$ cat config.mk
export PLATFORM = sky130hd
export DESIGN_NAME = codec_filter_sequencer
export DESIGN_NICKNAME = d
export VERILOG_FILES = /design/src/rtl/codec_filter_sequencer.sv
export SDC_FILE = /design/constraint.sdc
export NUM_CORES = 1
export LEC_CHECK = 0
export CAP_MARGIN = 20
export CELL_PAD_IN_SITES_DETAIL_PLACEMENT = 1
export CELL_PAD_IN_SITES_GLOBAL_PLACEMENT = 1
export CORE_ASPECT_RATIO = 1.4
export CORE_MARGIN = 2
export CORE_UTILIZATION = 45
export CTS_CLUSTER_SIZE = 14
export DETAILED_ROUTE_END_ITERATION = 8
export GPL_TIMING_DRIVEN = 1
export PLACE_DENSITY_LB_ADDON = 0.1
export SYNTH_ARGS = -nofsm -noshare
export SYNTH_HDL_FRONTEND = slang
export SYNTH_SLANG_ARGS = --single-unit
$ cat constraint.sdc
create_clock -name clk -period 3.8 [get_ports clk]
set_clock_uncertainty 0.05 [all_clocks]
set_input_delay 0.95 -clock clk [delete_from_list [all_inputs] [get_ports clk]]
set_output_delay 0.95 -clock clk [all_outputs]
set_load 0.03 [all_outputs]
$ cat src/rtl/codec_filter_sequencer.sv
// Frame sequencer between the audio codec and one shared filter engine:
// codec read -> filter left -> filter right -> codec write, with a bypass mode and filter timeouts.
module codec_filter_sequencer #(
  parameter int WIDTH   = 24,
  parameter int TIMEOUT = 64,
  parameter int ERR_W   = 8
) (
  input  logic             clk,
  input  logic             reset_n,
  input  logic             enable,
  input  logic             read_ready,
  input  logic [WIDTH-1:0] readdata_left,
  input  logic [WIDTH-1:0] readdata_right,
  input  logic             write_ready,
  output logic             read,
  output logic             write,
  output logic [WIDTH-1:0] writedata_left,
  output logic [WIDTH-1:0] writedata_right,
  output logic             flt_start,
  output logic             flt_chan,
  output logic [WIDTH-1:0] flt_in,
  input  logic             flt_done,
  input  logic [WIDTH-1:0] flt_out,
  output logic             busy,
  output logic [ERR_W-1:0] err_cnt
);

  // state  | meaning
  // IDLE   | waiting for a codec sample pair
  // ACK    | read ack to codec, choose filter or bypass
  // FILT_L | filter request for left channel
  // WAIT_L | waiting for left result or timeout
  // FILT_R | filter request for right channel
  // WAIT_R | waiting for right result or timeout
  // WRITE  | result pair presented, waiting for write_ready
  typedef enum logic [2:0] {
    IDLE, ACK, FILT_L, WAIT_L, FILT_R, WAIT_R, WRITE
  } state_t;

  localparam int TW = $clog2(TIMEOUT + 1);
  localparam logic [TW-1:0] TMAX = TW'(TIMEOUT);
  localparam logic [ERR_W-1:0] ERR_MAX = {ERR_W{1'b1}};

  state_t           state;
  logic             mode;
  logic [WIDTH-1:0] smp_l;
  logic [WIDTH-1:0] smp_r;
  logic [WIDTH-1:0] res_l;
  logic [TW-1:0]    timer;

  always_ff @(posedge clk or negedge reset_n) begin
    if (!reset_n) begin
      state           <= IDLE;
      mode            <= 1'b0;
      smp_l           <= '0;
      smp_r           <= '0;
      res_l           <= '0;
      timer           <= '0;
      read            <= 1'b0;
      write           <= 1'b0;
      writedata_left  <= '0;
      writedata_right <= '0;
      flt_start       <= 1'b0;
      flt_chan        <= 1'b0;
      flt_in          <= '0;
      busy            <= 1'b0;
      err_cnt         <= '0;
    end else begin
      read      <= 1'b0;
      write     <= 1'b0;
      flt_start <= 1'b0;
      case (state)
        IDLE: begin
          if (read_ready) begin
            smp_l <= readdata_left;
            smp_r <= readdata_right;
            mode  <= enable;
            read  <= 1'b1;
            busy  <= 1'b1;
            state <= ACK;
          end
        end
        ACK: begin
          if (mode) begin
            flt_start <= 1'b1;
            flt_chan  <= 1'b0;
            flt_in    <= smp_l;
            state     <= FILT_L;
          end else begin
            writedata_left  <= smp_l;
            writedata_right <= smp_r;
            state           <= WRITE;
          end
        end
        FILT_L: begin
          // timer holds the 1-based index of the current wait cycle
          timer <= TW'(1);
          state <= WAIT_L;
        end
        WAIT_L: begin
          if (flt_done || timer == TMAX) begin
            if (flt_done) begin
              res_l <= flt_out;
            end else begin
              res_l <= smp_l;
              if (err_cnt != ERR_MAX) err_cnt <= err_cnt + ERR_W'(1);
            end
            flt_start <= 1'b1;
            flt_chan  <= 1'b1;
            flt_in    <= smp_r;
            state     <= FILT_R;
          end else begin
            timer <= timer + TW'(1);
          end
        end
        FILT_R: begin
          timer <= TW'(1);
          state <= WAIT_R;
        end
        WAIT_R: begin
          if (flt_done || timer == TMAX) begin
            writedata_left <= res_l;
            if (flt_done) begin
              writedata_right <= flt_out;
            end else begin
              writedata_right <= smp_r;
              if (err_cnt != ERR_MAX) err_cnt <= err_cnt + ERR_W'(1);
            end
            state <= WRITE;
          end else begin
            timer <= timer + TW'(1);
          end
        end
        WRITE: begin
          if (write_ready) begin
            write <= 1'b1;
            busy  <= 1'b0;
            state <= IDLE;
          end
        end
        default: begin
          busy  <= 1'b0;
          state <= IDLE;
        end
      endcase
    end
  end

endmodule

# Yosys cells after proc, flatten, opt, wreduce, memory -nomap -nowiden
# Cells that the tools add are included.
word_totals:
  output_inout_bits: 85
  memories: 0
  regBits: 168
  romBits: 0
  latch_bits: 0
  mem_bits_rw: 0
  elab_cells: 82
op_classes:
  mux: 32
  div_mod_pow: 0
  n_mul: 0
  reduce_logical: 16
  bitwise_logic: 2
  magnitude_cmp: 0
  eq_ne: 15
  addsub: 2
  shifts: 0
op_table:
  columns: ["op", "n"]
  rows:
  - ["two-way mux 24 bit", 8]
  - ["one-hot mux 24 bit (2 select lines)", 3]
  - ["one-hot mux 3 bit (7 select lines)", 1]
  - ["two-way mux 3 bit", 5]
  - ["inequality test 2 bit, second input constant", 7]
  - ["one-hot mux 7 bit (2 select lines)", 1]
  - ["two-way mux 1 bit", 10]
  - ["equality test 3 bit, second input constant", 3]
  - ["AND reduction 3 bit", 3]
  - ["adder 8 x 1 -> 8 bit, second input constant", 1]
  - ["inequality test 8 bit, second input constant", 1]
  - ["AND reduction 4 bit", 2]
  - ["adder 7 x 1 -> 7 bit, second input constant", 1]
  - ["equality test 7 bit, second input constant", 1]
  - ["two-way mux 7 bit", 1]
  - ["equality test 3 x 2 -> 1 bit, second input constant", 2]
  - ["AND reduction 2 bit", 3]
  - ["nonzero test 2 bit", 3]
  - ["OR reduction 5 bit", 1]
  - ["one-hot mux 1 bit (2 select lines)", 2]
  - ["OR reduction 2 bit", 2]
  - ["equality test 3 x 1 -> 1 bit, second input constant", 1]
  - ["logical NOT 3 bit", 1]
  - ["one-hot mux 1 bit (3 select lines)", 1]
  - ["2 further kinds", 3]

# Longest topological paths before layout
depth:
  ltp_word: 4
  mapped_depth: 8
  depth_no_buf: 6

# Worst setup path after synthesis
# No wires, ideal clock.
synth_path:
  kind: "input to register"
  start: "input port flt_done"
  end: "register writedata_right[16]"
  setup_ns: 0.127
  arrival_time_ns: 2.319
  slack_ns: 1.304
  n_path_buf: 2
  path_stages: 5
  path_cell_list: "buf_2 -> nand4b_1 -> clkbuf_1 -> mux2_2 -> mux2_1"
synth_via:
  elab_chain_cells: 3
  elab_cells_between_ends: 6
  cone_classes: "eq/ne (1); mux (3); reduce/logical (2)"
synth_rtl:
  columns: ["element", "line_no", "text"]
  rows:
  - ["start: declaration", "22", "input logic flt_done,"]
  - ["two-way mux 24 bit / logical OR 1 bit (equally long branches)", "123, 121", null]
  - ["two-way mux 24 bit / inequality test 2 bit (equally long branches)", null, null]
  - ["one-hot mux 24 bit (2 select lines) / AND reduction 3 bit (equally long branches)", null, null]
  - ["end signal: assignment", "91", "writedata_right <= smp_r;"]
  - ["end signal: assignment", "124", "writedata_right <= flt_out;"]
  - ["end signal: assignment", "126", "writedata_right <= smp_r;"]
  - ["end: declaration", "18", "output logic [WIDTH-1:0] writedata_right,"]
# Parallel ways exist; a longest one is shown, timed or not. The select of a mux whose other input is x is not followed.
# A chain may end at the register's enable or synchronous reset.

# Worst setup path in the final report
layout_path:
  start: "input port flt_done"
  end: "register writedata_left[20]"
layout_via:
  elab_chain_cells: 3
layout_rtl:
  columns: ["element", "line_no", "text"]
  rows:
  - ["logical OR 1 bit", "121", "if (flt_done || timer == TMAX) begin"]
  - ["inequality test 2 bit (no line)", null, null]
  - ["AND reduction 3 bit (no line)", null, null]
  - ["end signal: assignment", "90", "writedata_left <= smp_l;"]
  - ["end signal: assignment", "122", "writedata_left <= res_l;"]
  - ["end: declaration", "17", "output logic [WIDTH-1:0] writedata_left,"]
# Every way passes these cells.

==> results.ini <==
[outcome]
status = finished, final reports clean

[critical_path]
critPathLaunchType = input pin
reg2reg_slack_ns = 1.18
worstSetupPathType = in -> reg
r2r-start = timer[0]
cp-end-kind = flip-flop
rr_worst_depth = 7
cp.arrival_ns = 2.92
cp_data_required_time_ns = 4.05
r2r-end = writedata_left[20]
cp_max_fo = 36

[yosys]
netlist.area_leader.share_pct = 54.7
synthTopCellsByCount = 175 x mux2_2, 168 x dfrtp_1, 56 x o21ai_0
ys_top_cells_by_area = dfrtp_1 55%, mux2_2 26%, o21ai_0 3.6%, mux2i_1 3.5%, mux2_1 2.9%
synth_flop_cell = dfrtp_1
synth_nets = 647
yosys_warnings = 0
netlist_area_sq_um = 7690
syn_inst = 566
synth_largest_area_cell = dfrtp_1
avgSynthCellArea_sq_um = 13.6
ys_ff_latch = 168
ys_types = 43
async_flop_share_pct = 100
seq_area_frac_synth_pct = 54.7
post-synth-top-count-cell = mux2_2
synth_edf_count = 0

[timing]
fmax_mhz = 375
slew_violations = 0
setup-tns-final_ns = 0
fin_crit_sh_pct = 70.2
hold_viol = 0
relSlewSlack_pct = 53.1
setup-violations-final = 0
tightest_slew_ns = 0.699
period_needed_ns = 2.67
rsz0062_at_grt = false

[grt]
grt_start_max_net_pins = 60
grt_pass1_vias = 6170
grt_use_total_pct = 25.1
antenna_found_initial = 0
grt_pass1_wl_mm = 34.7
grt-ovfl-total = 0

[clocking]
htreeDepth = 4
clk_pin_slew_worst_paths_ns = 0.07
ctsResizeCount = 0
numCtsBuffers = 17
cts_tree = built
ctsLongestPathBuffers = 2
cts_root_buf = clkbuf_16
clk_latency_ns = 0.42
ctsHoldBuffers = 0
post_cts_buffers = 0
clock-sinks = 168

[pwr]
power_density_nw_per_um2 = 922
power_frac_seq_pct = 35.4
power.switching_mw = 3.56
netSwitchingFraction_pct = 37.9
peakVddDrop_mv = 0.444
power.share.clock_pct = 20.1
internal-power_mw = 5.83
p_comb_share_pct = 44.5
p_total_mw = 9.39
power_leakage_nw = 4.41

[place]
place_congestion = 0.801
io_buffers = 162
hpwl_mm = 14.0
placedInstanceArea_sq_um = 9540
placed_cells = 914

[cells_and_area]
nets = 811
fillers = 1648
drive_above_1_share_pct = 31.8
syn_to_final_growth_pct = 32.4
num_antenna_cells = 0
fin_area_sq_um = 10200
stdcell_count = 946

[die]
start_util_pct = 45.9
design.core.area_sq_um = 16700
dieArea_sq_um = 18200
num_io_pins = 163
die_h_um = 159
die_w_um = 115
rows = 56

[routing]
drcViolationCount = 0
vias = 5372
first_pass_iters = 4
drt-wirelength-per-cell_um = 23.1
wirelength_mm = 21.8
vias_per_cell = 5.68
drtIter0Drc = 190
ant_nets = 0

[run]
drv_cap = 0

[hold_path]
min_path_type = in -> async

-- layout by cell type (no fill, tap or decap), types with 2 or more instances in the layout --
master and n:
ha_1 3, a21oi_2 2, mux2i_1 27, xnor2_1 3
mux2_1 20, dfrtp_1 168, nand3b_1 2, inv_6 2
o21ai_0 55, nor4_1 2, mux2_2 175, buf_4 15
nor2_1 8, clkbuf_16 17, nand3_1 3, inv_1 8
nor3_1 5, clkdlybuf4s50_1 160, nand4_1 3, clkinv_2 2
nand2b_1 3, nand2_1 14, clkbuf_8 2, a21o_1 3
bufinv_16 4, clkinv_4 2, nand4b_1 2, xor2_1 4
or2_2 2, a21oi_1 4, clkinvlp_4 2
-- power by group through the flow --
stage / Clock [mW] / Combinational (mW) / Sequential, mW
after floorplan: 0 / 1.99 / 3.87
after global placement: 0 / 4.02 / 3.26
after detailed placement: 0 / 4.17 / 3.32
after CTS: 1.92 / 4.23 / 3.33
after global routing: 2.00 / 4.46 / 3.44
final: 1.89 / 4.18 / 3.32
-- how the worst max path moves through the flow --
stage	end	startpoint	depth (start not counted)
2_1_floorplan	writedata_right[16]	flt_done	5
5_1_grt	writedata_left[20]	timer[1]	7
3_5_place_dp	writedata_left[20]	flt_done	5
4_1_cts	writedata_right[23]	flt_done	5
3_3_place_gp	writedata_right[12]	flt_done	5
6_report	writedata_left[20]	flt_done	5
-- layout make-up --
type	count	area, sq um	share of cell area, %
tap	203	254	2.49
inverter	8	30.0	0.295
clock buffer	19	453	4.45
clock inverter	13	191	1.88
multi-input combinational	357	3300	32.4
sequential	168	4200	41.3
timing repair buffer	178	1750	17.2
-- sequential cells by signal (all words and copies together) (netlist names) --
register,count
busy,1
err_cnt,8
flt_chan,1
flt_in,24
flt_start,1
mode,1
read,1
res_l,24
smp_l,24
smp_r,24
state,3
timer,7
write,1
writedata_left,24
writedata_right,24
-- metrics by stage --
stage | utilization [%] | setup WS, ns | hold WS, ns
4_1_cts | 60.8 | 1.14 | 0.438
3_3_place_gp | 57.0 | 0.789 | 0.421
6_report | 60.8 | 1.13 | 0.434
3_5_place_dp | 57.0 | 0.723 | 0.429
2_1_floorplan | - | 1.30 | 0.427
5_1_grt | 60.8 | 1.05 | 0.449
-- logic make-up (layout without fill, tap and decap cells) --
family,after synthesis,in the layout,synth area share [%]
mux,222,222,32.1
flops,168,168,54.7
compound gates,72,72,5.45
simple gates,53,53,3.84
buf+inv,41,218,2.72
xor+xnor,7,7,0.797
fa+ha+maj,3,3,0.488
-- critical path: stages --
cell       delay (ns)
buf_2            0.44
a21oi_2          0.14
a2111oi_4        0.40
buf_4            0.54
mux2_2           0.41
-- metal layers --
layer / routed length, um / GRT usage (%) / vias to the layer above
met1: 8360 / 29.0 / 2821
li1: - / - / 2375
met4: 450 / 8.09 / 0
met3: 1010 / 5.34 / 31
met2: 12000 / 45.4 / 145
met5: 0 / 0 / -
No activity file was read; power rests on OpenSTA's default activity.
